**config.mk**
```make
export PLATFORM = sky130hd
export DESIGN_NAME = ofm_buf_reader_flat
export DESIGN_NICKNAME = d
export VERILOG_FILES = /design/src/rtl/conv_pkg.sv /design/src/rtl/ofm_buf_reader_if.sv /design/src/rtl/stream_fifo3.sv /design/src/rtl/ofm_buf_reader.sv /design/src/flat_wrapper.sv
export SDC_FILE = /design/constraint.sdc
export NUM_CORES = 1
export LEC_CHECK = 0
export ABC_CLOCK_PERIOD_IN_PS = 2800
export CAP_MARGIN = 10
export CORE_UTILIZATION = 55
export DETAILED_ROUTE_END_ITERATION = 8
export PLACE_DENSITY_LB_ADDON = 0.2
export SLEW_MARGIN = 25
export SYNTH_ARGS = -nofsm -noshare
export SYNTH_HDL_FRONTEND = slang
export SYNTH_HIERARCHICAL = 1
export SYNTH_SLANG_ARGS = --single-unit
```
**constraint.sdc**
```tcl
create_clock -name clk -period 2.8 [get_ports clk]
set_input_delay 0.28 -clock clk [delete_from_list [all_inputs] [get_ports clk]]
set_output_delay 0.28 -clock clk [all_outputs]
set_load 0.1 [all_outputs]
```
**src/rtl/conv_pkg.sv**
```systemverilog
// Shared convolution-pipeline definitions: output feature-map geometry and
// default stream field widths used by OFM producers and consumers.
package conv_pkg;

  localparam int STREAM_DATA_W  = 16;
  localparam int STREAM_COORD_W = 3;

  // Side length of a conv output map; also sizes the OFM buffer itself.
  function automatic int ofm_depth(input int ifm, input int k, input int s, input int p);
    return (ifm - k + 2 * p) / s + 1;
  endfunction

endpackage

```
**src/rtl/ofm_buf_reader_if.sv**
```systemverilog
// Coordinate-tagged pixel stream between the OFM reader and the next layer.
interface ofm_buf_reader_if
  import conv_pkg::*;
#(
  parameter int DATA_WIDTH = STREAM_DATA_W,
  parameter int CW         = STREAM_COORD_W
);

  logic                  valid;
  logic                  ready;
  logic [DATA_WIDTH-1:0] data;
  logic [CW-1:0]         row;
  logic [CW-1:0]         col;
  logic                  last_col;
  logic                  last;

  modport master (output valid, data, row, col, last_col, last, input ready);
  modport slave  (input valid, data, row, col, last_col, last, output ready);

endinterface

```
**src/rtl/stream_fifo3.sv**
```systemverilog
// Three-entry register FIFO, head always in slot 0; push and pop may coincide.
module stream_fifo3 #(
  parameter int WIDTH = 16
) (
  input  logic             clk,
  input  logic             rst_n,
  input  logic             push,
  input  logic [WIDTH-1:0] din,
  input  logic             pop,
  output logic [WIDTH-1:0] dout,
  output logic [1:0]       count,
  output logic             empty,
  output logic             full
);

  logic [WIDTH-1:0] mem   [3];
  logic [WIDTH-1:0] mem_n [3];
  logic [1:0]       count_n;
  logic             pop_ok;

  assign empty  = (count == 2'd0);
  assign full   = (count == 2'd3);
  assign pop_ok = pop & ~empty;
  assign dout   = mem[0];

  // NOTE: every always_comb output gets a default first so no path leaves it
  // unassigned (no latch); blocking '=' here lets the push see the post-pop slot.
  always_comb begin
    mem_n   = mem;
    count_n = count;
    if (pop_ok) begin
      mem_n[0] = mem[1];
      mem_n[1] = mem[2];
      mem_n[2] = '0;
      count_n  = count - 2'd1;
    end
    if (push && count_n != 2'd3) begin
      for (int i = 0; i < 3; i++) begin
        if (count_n == 2'(i)) mem_n[i] = din;
      end
      count_n = count_n + 2'd1;
    end
  end

  // NOTE: storage is reset (only three words) so the head reads zero out of reset.
  always_ff @(posedge clk) begin
    if (!rst_n) begin
      for (int i = 0; i < 3; i++) mem[i] <= '0;
      count <= 2'd0;
    end else begin
      mem   <= mem_n;
      count <= count_n;
    end
  end

  a_no_overflow: assert property (@(posedge clk) disable iff (!rst_n) !(push && full));

endmodule

```
**src/rtl/ofm_buf_reader.sv**
```systemverilog
// Reads one complete OFM frame from the buffer with credit-limited strobes and
// re-emits it as a row/column tagged valid/ready stream.
module ofm_buf_reader
  import conv_pkg::*;
#(
  parameter int DATA_WIDTH  = STREAM_DATA_W,
  parameter int IFM_SIZE    = 9,
  parameter int KERNEL_SIZE = 4,
  parameter int STRIDE      = 2,
  parameter int PAD         = 2
) (
  input  logic                  clk,
  input  logic                  rst_n,
  input  logic                  start,
  output logic                  busy,
  output logic                  done,
  output logic                  buf_re,
  input  logic [DATA_WIDTH-1:0] buf_d,
  ofm_buf_reader_if.master      m
);

  localparam int DEPTH = ofm_depth(IFM_SIZE, KERNEL_SIZE, STRIDE, PAD);
  localparam int NPIX  = DEPTH * DEPTH;
  localparam int CW    = $clog2(DEPTH);
  localparam int NW    = $clog2(NPIX + 1);

  localparam logic [NW-1:0] NPIX_N  = NW'(NPIX);
  localparam logic [CW-1:0] EDGE_IX = CW'(DEPTH - 1);

  localparam logic [1:0] IDLE  = 2'd0;
  localparam logic [1:0] READ  = 2'd1;
  localparam logic [1:0] DRAIN = 2'd2;

  logic [1:0]            state;
  logic [NW-1:0]         issued;
  logic                  re_q;
  logic [1:0]            fifo_count;
  logic                  fifo_empty;
  logic                  fifo_full;
  logic [DATA_WIDTH-1:0] head;
  logic [CW-1:0]         row;
  logic [CW-1:0]         col;
  logic                  pop;

  // A strobe is only issued if the word it returns is guaranteed a FIFO slot,
  // counting the word already in flight from last cycle's strobe.
  assign buf_re = (state == READ) && (issued < NPIX_N) &&
                  (({1'b0, fifo_count} + {2'b00, re_q}) < 3'd3);
  assign busy   = (state != IDLE);
  assign pop    = m.valid & m.ready;

  assign m.valid    = ~fifo_empty;
  assign m.data     = head;
  assign m.row      = row;
  assign m.col      = col;
  assign m.last_col = (col == EDGE_IX);
  assign m.last     = (row == EDGE_IX) && (col == EDGE_IX);

  stream_fifo3 #(.WIDTH(DATA_WIDTH)) u_fifo (
    .clk   (clk),
    .rst_n (rst_n),
    .push  (re_q),
    .din   (buf_d),
    .pop   (pop),
    .dout  (head),
    .count (fifo_count),
    .empty (fifo_empty),
    .full  (fifo_full)
  );

  always_ff @(posedge clk) begin
    if (!rst_n) begin
      state  <= IDLE;
      issued <= '0;
      re_q   <= 1'b0;
      done   <= 1'b0;
      row    <= '0;
      col    <= '0;
    end else begin
      re_q <= buf_re;
      done <= 1'b0;
      if (buf_re) issued <= issued + 1'b1;

      case (state)
        IDLE: if (start) begin
          state  <= READ;
          issued <= '0;
        end
        READ:  if (issued == NPIX_N) state <= DRAIN;
        DRAIN: if (pop && m.last) begin
          state <= IDLE;
          done  <= 1'b1;
        end
        default: state <= IDLE;
      endcase

      // Coordinates describe the head pixel, so they move only on a pop.
      if (pop) begin
        if (m.last) begin
          row <= '0;
          col <= '0;
        end else if (col == EDGE_IX) begin
          col <= '0;
          row <= row + 1'b1;
        end else begin
          col <= col + 1'b1;
        end
      end
    end
  end

endmodule
```
**src/flat_wrapper.sv**
```systemverilog
// flat-port wrapper written by rule: the top's interface ports become plain ports
module ofm_buf_reader_flat import conv_pkg::*;
#(
  parameter int DATA_WIDTH  = STREAM_DATA_W,
  parameter int IFM_SIZE    = 9,
  parameter int KERNEL_SIZE = 4,
  parameter int STRIDE      = 2,
  parameter int PAD         = 2
)
  (clk, rst_n, start, busy, done, buf_re, buf_d, m_valid, m_data, m_row, m_col, m_last_col, m_last, m_ready);
  ofm_buf_reader_if #(.DATA_WIDTH(DATA_WIDTH)) m_i ();
  input  logic clk;
  input  logic rst_n;
  input  logic start;
  output logic busy;
  output logic done;
  output logic buf_re;
  input  logic [DATA_WIDTH-1:0] buf_d;
  output wire logic [$bits(m_i.valid)-1:0] m_valid;
  output wire logic [$bits(m_i.data)-1:0] m_data;
  output wire logic [$bits(m_i.row)-1:0] m_row;
  output wire logic [$bits(m_i.col)-1:0] m_col;
  output wire logic [$bits(m_i.last_col)-1:0] m_last_col;
  output wire logic [$bits(m_i.last)-1:0] m_last;
  input wire logic [$bits(m_i.ready)-1:0] m_ready;
  assign m_valid = m_i.valid;
  assign m_data = m_i.data;
  assign m_row = m_i.row;
  assign m_col = m_i.col;
  assign m_last_col = m_i.last_col;
  assign m_last = m_i.last;
  assign m_i.ready = m_ready;
  ofm_buf_reader #(.DATA_WIDTH(DATA_WIDTH), .IFM_SIZE(IFM_SIZE), .KERNEL_SIZE(KERNEL_SIZE), .STRIDE(STRIDE), .PAD(PAD)) u_core (.clk(clk), .rst_n(rst_n), .start(start), .busy(busy), .done(done), .buf_re(buf_re), .buf_d(buf_d), .m(m_i));
endmodule
```
==> impl_metrics.yaml <==
status:
  status: "completed"
power_and_ir_drop:
  total_leakage_power_nw: 1.657
  ir_worst_vdd_v: 0.0003554
  power.total_w: 0.002205
  powerDensity_mw_per_mm2: 560.6
logic_synthesis:
  syn-num-nets: 371
  syn_inst: 342
  syn_area_per_cell_um2: 10.05
  yosysWarnings: 6
  netlist_area_mm2: 0.003436
placed_design:
  dpl.hpwl_mm: 4.286
  gp_congestion: 0.8166
  dp_cells: 432
  place_area_mm2: 0.003744
  portBuffers: 47
  pre_cts_slack_ps: 390.0
clock_network:
  clkSinkCount: 65
  cts_buffers: 9
  cts_tree: "built"
  cts_htree_levels: 3
  ctsResizeCount: 0
  cts_setup_buffers: 0
  clkTransAtPathRegs_ps: 70
  clk-insertion-delay-late_ps: 330
  clockBufferDepth: 2
  clock_tree.root_cell: "clkbuf_8"
  hold_buffers: 0
grt:
  grt_pass1_vias: 2446
  grt_pass1_wl_mm: 11.19
  antenna_found_initial: 0
  grt_use_met2_pct: 37.48
  grt_use_total_pct: 22.23
  grt_max_degree: 45
  grt_util_met3_pct: 5.506
  use_met1_pct: 27.02
  top_usage_layer: "met2"
  grt.overflow.total: 0
layout:
  final_common_cell: "dfxtp_1"
  fin_cells: 448
  design_area_mm2: 0.003933
  antenna_cells: 0
  layout-drive-gt1-share_pct: 22.25
  area_growth_pct: 14.46
  final_cell_mix: "65 x dfxtp_1, 35 x mux2i_1, 34 x buf_4, 34 x o21ai_0"
  nets: 397
sta:
  finalSetupTns_ps: 0
  slew_headroom_pct: 59.14
  setup_violations: 0
  tightest_slew_ps: 600.1
  drv_slew: 0
  hold_viol_final: 0
  finalCritPeriodShare_pct: 86.40
  fin_crit_ps: 2419
  rsz0062_at_grt: "no"
  fin_ws_ps: 380.9
  fmax_mhz: 413.4
  finClkSkew_ps: 3.617
min_path:
  hold_depth: 2
  min_path_type: "flop to flop"
drt:
  routed_wl_mm: 6.711
  ant_nets: 0
  drc_errors: 0
  dr.pass1.iters: 5
  drtIter0Drc: 87
  avgRoutedWirePerCell_um: 14.98
  viasPerCell: 5.701
  vias: 2554
floorplan:
  core-area_mm2: 0.005956
  dieHeight_um: 81.04
  dieArea_mm2: 0.006567
  top_level_ports: 48
  die_w_um: 81.04
  num_rows: 28
  initial_core_util_pct: 57.69
worst_setup_path:
  startpoint_type: "flop"
  cp_max_fo: 17
  slowest_stage: "nand2b_4"
  cp.required_ps: 3080
  endpoint_kind: "flop"
  criticalPathCategory: "flop to flop"
  reg2regPathDepth: 8
  worstPathArrival_ps: 2700
  slowest_delay_ps: 460
  path_cells: "inv_1 -> ha_1 -> nand2b_1 -> inv_1 -> nand2b_4 -> a31oi_2 -> nand2b_4 -> o211a_1"
job:
  max_cap_viol_count: 0
==> registers in the layout, summed over array words and instances (netlist names) <==
signal and flops:
u_core/re_q 1, u_core/m.col 3, u_core/u_fifo/count 2, u_core/m.row 3
u_core/u_fifo/dout 16, u_core/u_fifo/mem 32, u_core/done 1, u_core/issued 5
u_core/state 2
==> per-layer routing <==
metal	part of all wire, %	vias up
met4	1.3	0
met5	0	-
met3	4.0	8
met1	47	1230
li1	-	1262
met2	47	54
==> stage by stage <==
step	hold WS (ps)	utilization (%)
2_1_floorplan	459.4	-
4_1_cts	505.4	66.03
5_1_grt	527.0	66.03
6_report	501.3	66.03
3_3_place_gp	488.9	62.86
3_5_place_dp	494.0	62.86
==> final timing paths <==
| path | end | slack, ps | start |
|---|---|---|---|
| setup / recovery | u_core/u_fifo/count[0] | 380 | u_core/u_fifo/count[1] |
| hold / removal | u_core/m.col[1] | 500 | u_core/m.col[1] |
| setup reg to reg | u_core/u_fifo/count[0] | 380 | u_core/u_fifo/count[1] |
| hold reg to reg | u_core/m.col[1] | 500 | u_core/m.col[1] |
==> report_power, final <==
| part | total, W | internal, W | switching [W] |
|---|---|---|---|
| sequential | 0.000977 | 0.000957 | 0.0000208 |
| clock | 0.000779 | 0.000434 | 0.000345 |
| combinational | 0.000448 | 0.000141 | 0.000307 |
| total | 0.00220 | 0.00153 | 0.000673 |
==> layout make-up <==
cell class	count	area (µm²)
clock inverters	3	40.04
well taps	75	93.84
clock buffers	13	148.9
repair buffers	55	485.5
fillers	518	2023
multi-input cells	226	1822
inverters	11	41.29
flip-flops and latches	65	1301
==> critical path, delay by kind of cell, from the launching register on <==
family | cells | cell delay (ps)
flip-flops | 1 | 400
buffers and inverters | 2 | 350
AO/OA/AOI/OAI | 2 | 590
AND/OR/NAND/NOR | 3 | 800
adder cells (fa/ha/maj) | 1 | 220
No activity file was read; power rests on OpenSTA's default activity.
==> edit: new RTL, same flow settings <==
`KERNEL_SIZE` is set to 4 in 2 places; all go to 2.
--- a/src/rtl/ofm_buf_reader.sv
+++ b/src/rtl/ofm_buf_reader.sv
@@ -7,3 +7,3 @@
   parameter int IFM_SIZE    = 9,
-  parameter int KERNEL_SIZE = 4,
+  parameter int KERNEL_SIZE = 2,
   parameter int STRIDE      = 2,
--- a/src/flat_wrapper.sv
+++ b/src/flat_wrapper.sv
@@ -5,3 +5,3 @@
   parameter int IFM_SIZE    = 9,
-  parameter int KERNEL_SIZE = 4,
+  parameter int KERNEL_SIZE = 2,
   parameter int STRIDE      = 2,
Check against the original RTL: not equivalent (a bounded check fails within 10 cycles, from zero or initial values and one cycle with rst_n low).
==> edit against the unedited design <==
Cell area decreased by 0.76%. Largest power group unchanged. Power decreased by 3.6%. Synthesized area increased by 0.33%. Count of clock-buffer cells in the layout decreased by 2. Setup slack got worse by 140 ps. Routed wire length decreased by 1.3%. Sequential power increased by 1%. Non-clock buffer count decreased by 2. Largest cell class unchanged. Clock skew increased by 2.5 ps. Sequential cell count increased by 1. Via count decreased by 1.1%.
==> edit: results (changes against the unedited design) <==
* Worst Hold Class: register to register
* Worst-path clk slew at 70 ps (about the same)
* Top reg by flops: u_core/u_fifo/mem
* Clock tree buffer depth at 2 (unchanged)
* Pre-Repair DR Iteration Count at 4 (-1)
* GP Congestion at 0.778 (-4.7%)
* Htree depth at 3 (unchanged)
* Crit path arrival time at 2770 ps (+70 ps)
* Critical Path Fanout Max at 22 (+5)
* Status: completed
* Setup Skew at 6.15 ps (+2.54 ps)
* Root Driver: clkbuf_8
* Fin nets at 396 (-0.25%)
* Syn_nets at 373 (+0.54%)
* Total congestion overflow at 0 (unchanged)
* Number of flip-flops in the largest register at 32 (unchanged)
* DPL Wire Length at 4.32 mm (+0.69%)
* Final ANT Viol Nets at 0 (unchanged)
* Number of global-route vias before repair at 2350 (-3.9%)
* YS warnings at 6 (unchanged)
* DR iter-0 viols at 118 (+36%)
* Initial antenna violation count at 0 (unchanged)
* Setup TNS at 0 ps (unchanged)
* # resized after CTS at 0 (unchanged)
* Static Leakage at 1.59 nW (-4.4%)
* Max stage delay on crit path at 420 ps (-40 ps)
* Setup bufs post-CTS at 0 (unchanged)
* Slew @ Worst Pin at 891 ps (+291 ps)
* Area post-placement at 0.00373 mm² (-0.33%)
* Global-route wire length before repair at 10.7 mm (-4.3%)
* Maximum VDD drop at 0.356 mV (+0.29%)
* Port Buffers at 47 (unchanged)
* Max-Cap Viols at 0 (unchanged)
* Antenna diodes at 0 (unchanged)
* Clock Latency Late Sink at 340 ps
* Routed wire length at 6.62 mm (-1.3%)
* Share of cells above drive strength 1 at 22.2% (-0.059 points)
* Largest net degree at the start of global routing at 65 (+44%)
* DR vias at 2527 (-1.1%)
* GRT Total Usage at 21.5% (-0.77 points)
* TritonCTS buffer count at 9 (unchanged)
* Crit path max-delay cell type: buf_4
## edit: path summary, 6_finish.rpt
path | start | to | slack (ps) | cells past startpoint
max reg2reg | u_core/u_fifo/count[1] | u_core/u_fifo/mem[24] | 240 | 8
max | u_core/u_fifo/count[1] | u_core/u_fifo/mem[24] | 240 | 8
min | u_core/state[0] | u_core/state[1] | 510 | 2
min reg2reg | u_core/state[0] | u_core/state[1] | 510 | 2
## edit: worst max-delay path: cells and delay by family (launching register included)
| family | cells | cell delay (ps) |
|---|---|---|
| compound gates | 1 | 90 |
| mux | 1 | 370 |
| buf+inv | 3 | 750 |
| flops | 1 | 340 |
| simple gates | 2 | 600 |
| fa+ha+maj | 1 | 280 |
## edit: metrics by stage
stage	hold slack [ps]	std cells	setup WS [ps]	total power, mW
after detailed placement	499	433	257	1.45
final	511	449	240	2.12
after CTS	509	449	225	2.15
after global routing	536	449	26.9	2.21
after floorplan	470	346	260	1.37
after global placement	490	433	342	1.44
## edit: metal layers
layer | global-route usage [%] | wire length, µm | vias to the layer above
met5 | 0 | 0 | -
met4 | 8.04 | 40 | 0
met2 | 39.4 | 3440 | 59
li1 | - | - | 1280
met1 | 22.8 | 2840 | 1186
met3 | 6.52 | 300 | 2
## edit: cell type report
class / count / area [µm²]
clock buffer: 11 / 141
clock inverter: 5 / 30.0
fill: 491 / 2090
inverter: 11 / 41.3
multi-input combinational: 228 / 1820
sequential: 66 / 1320
tap: 75 / 93.8
timing repair buffer: 53 / 453
## edit: where the power goes
part           leakage [nW]  internal, mW  total [mW]  switching [mW]
Clock                0.0851         0.341       0.700           0.359
Sequential            0.535         0.970       0.989          0.0191
Combinational         0.965         0.135       0.435           0.300
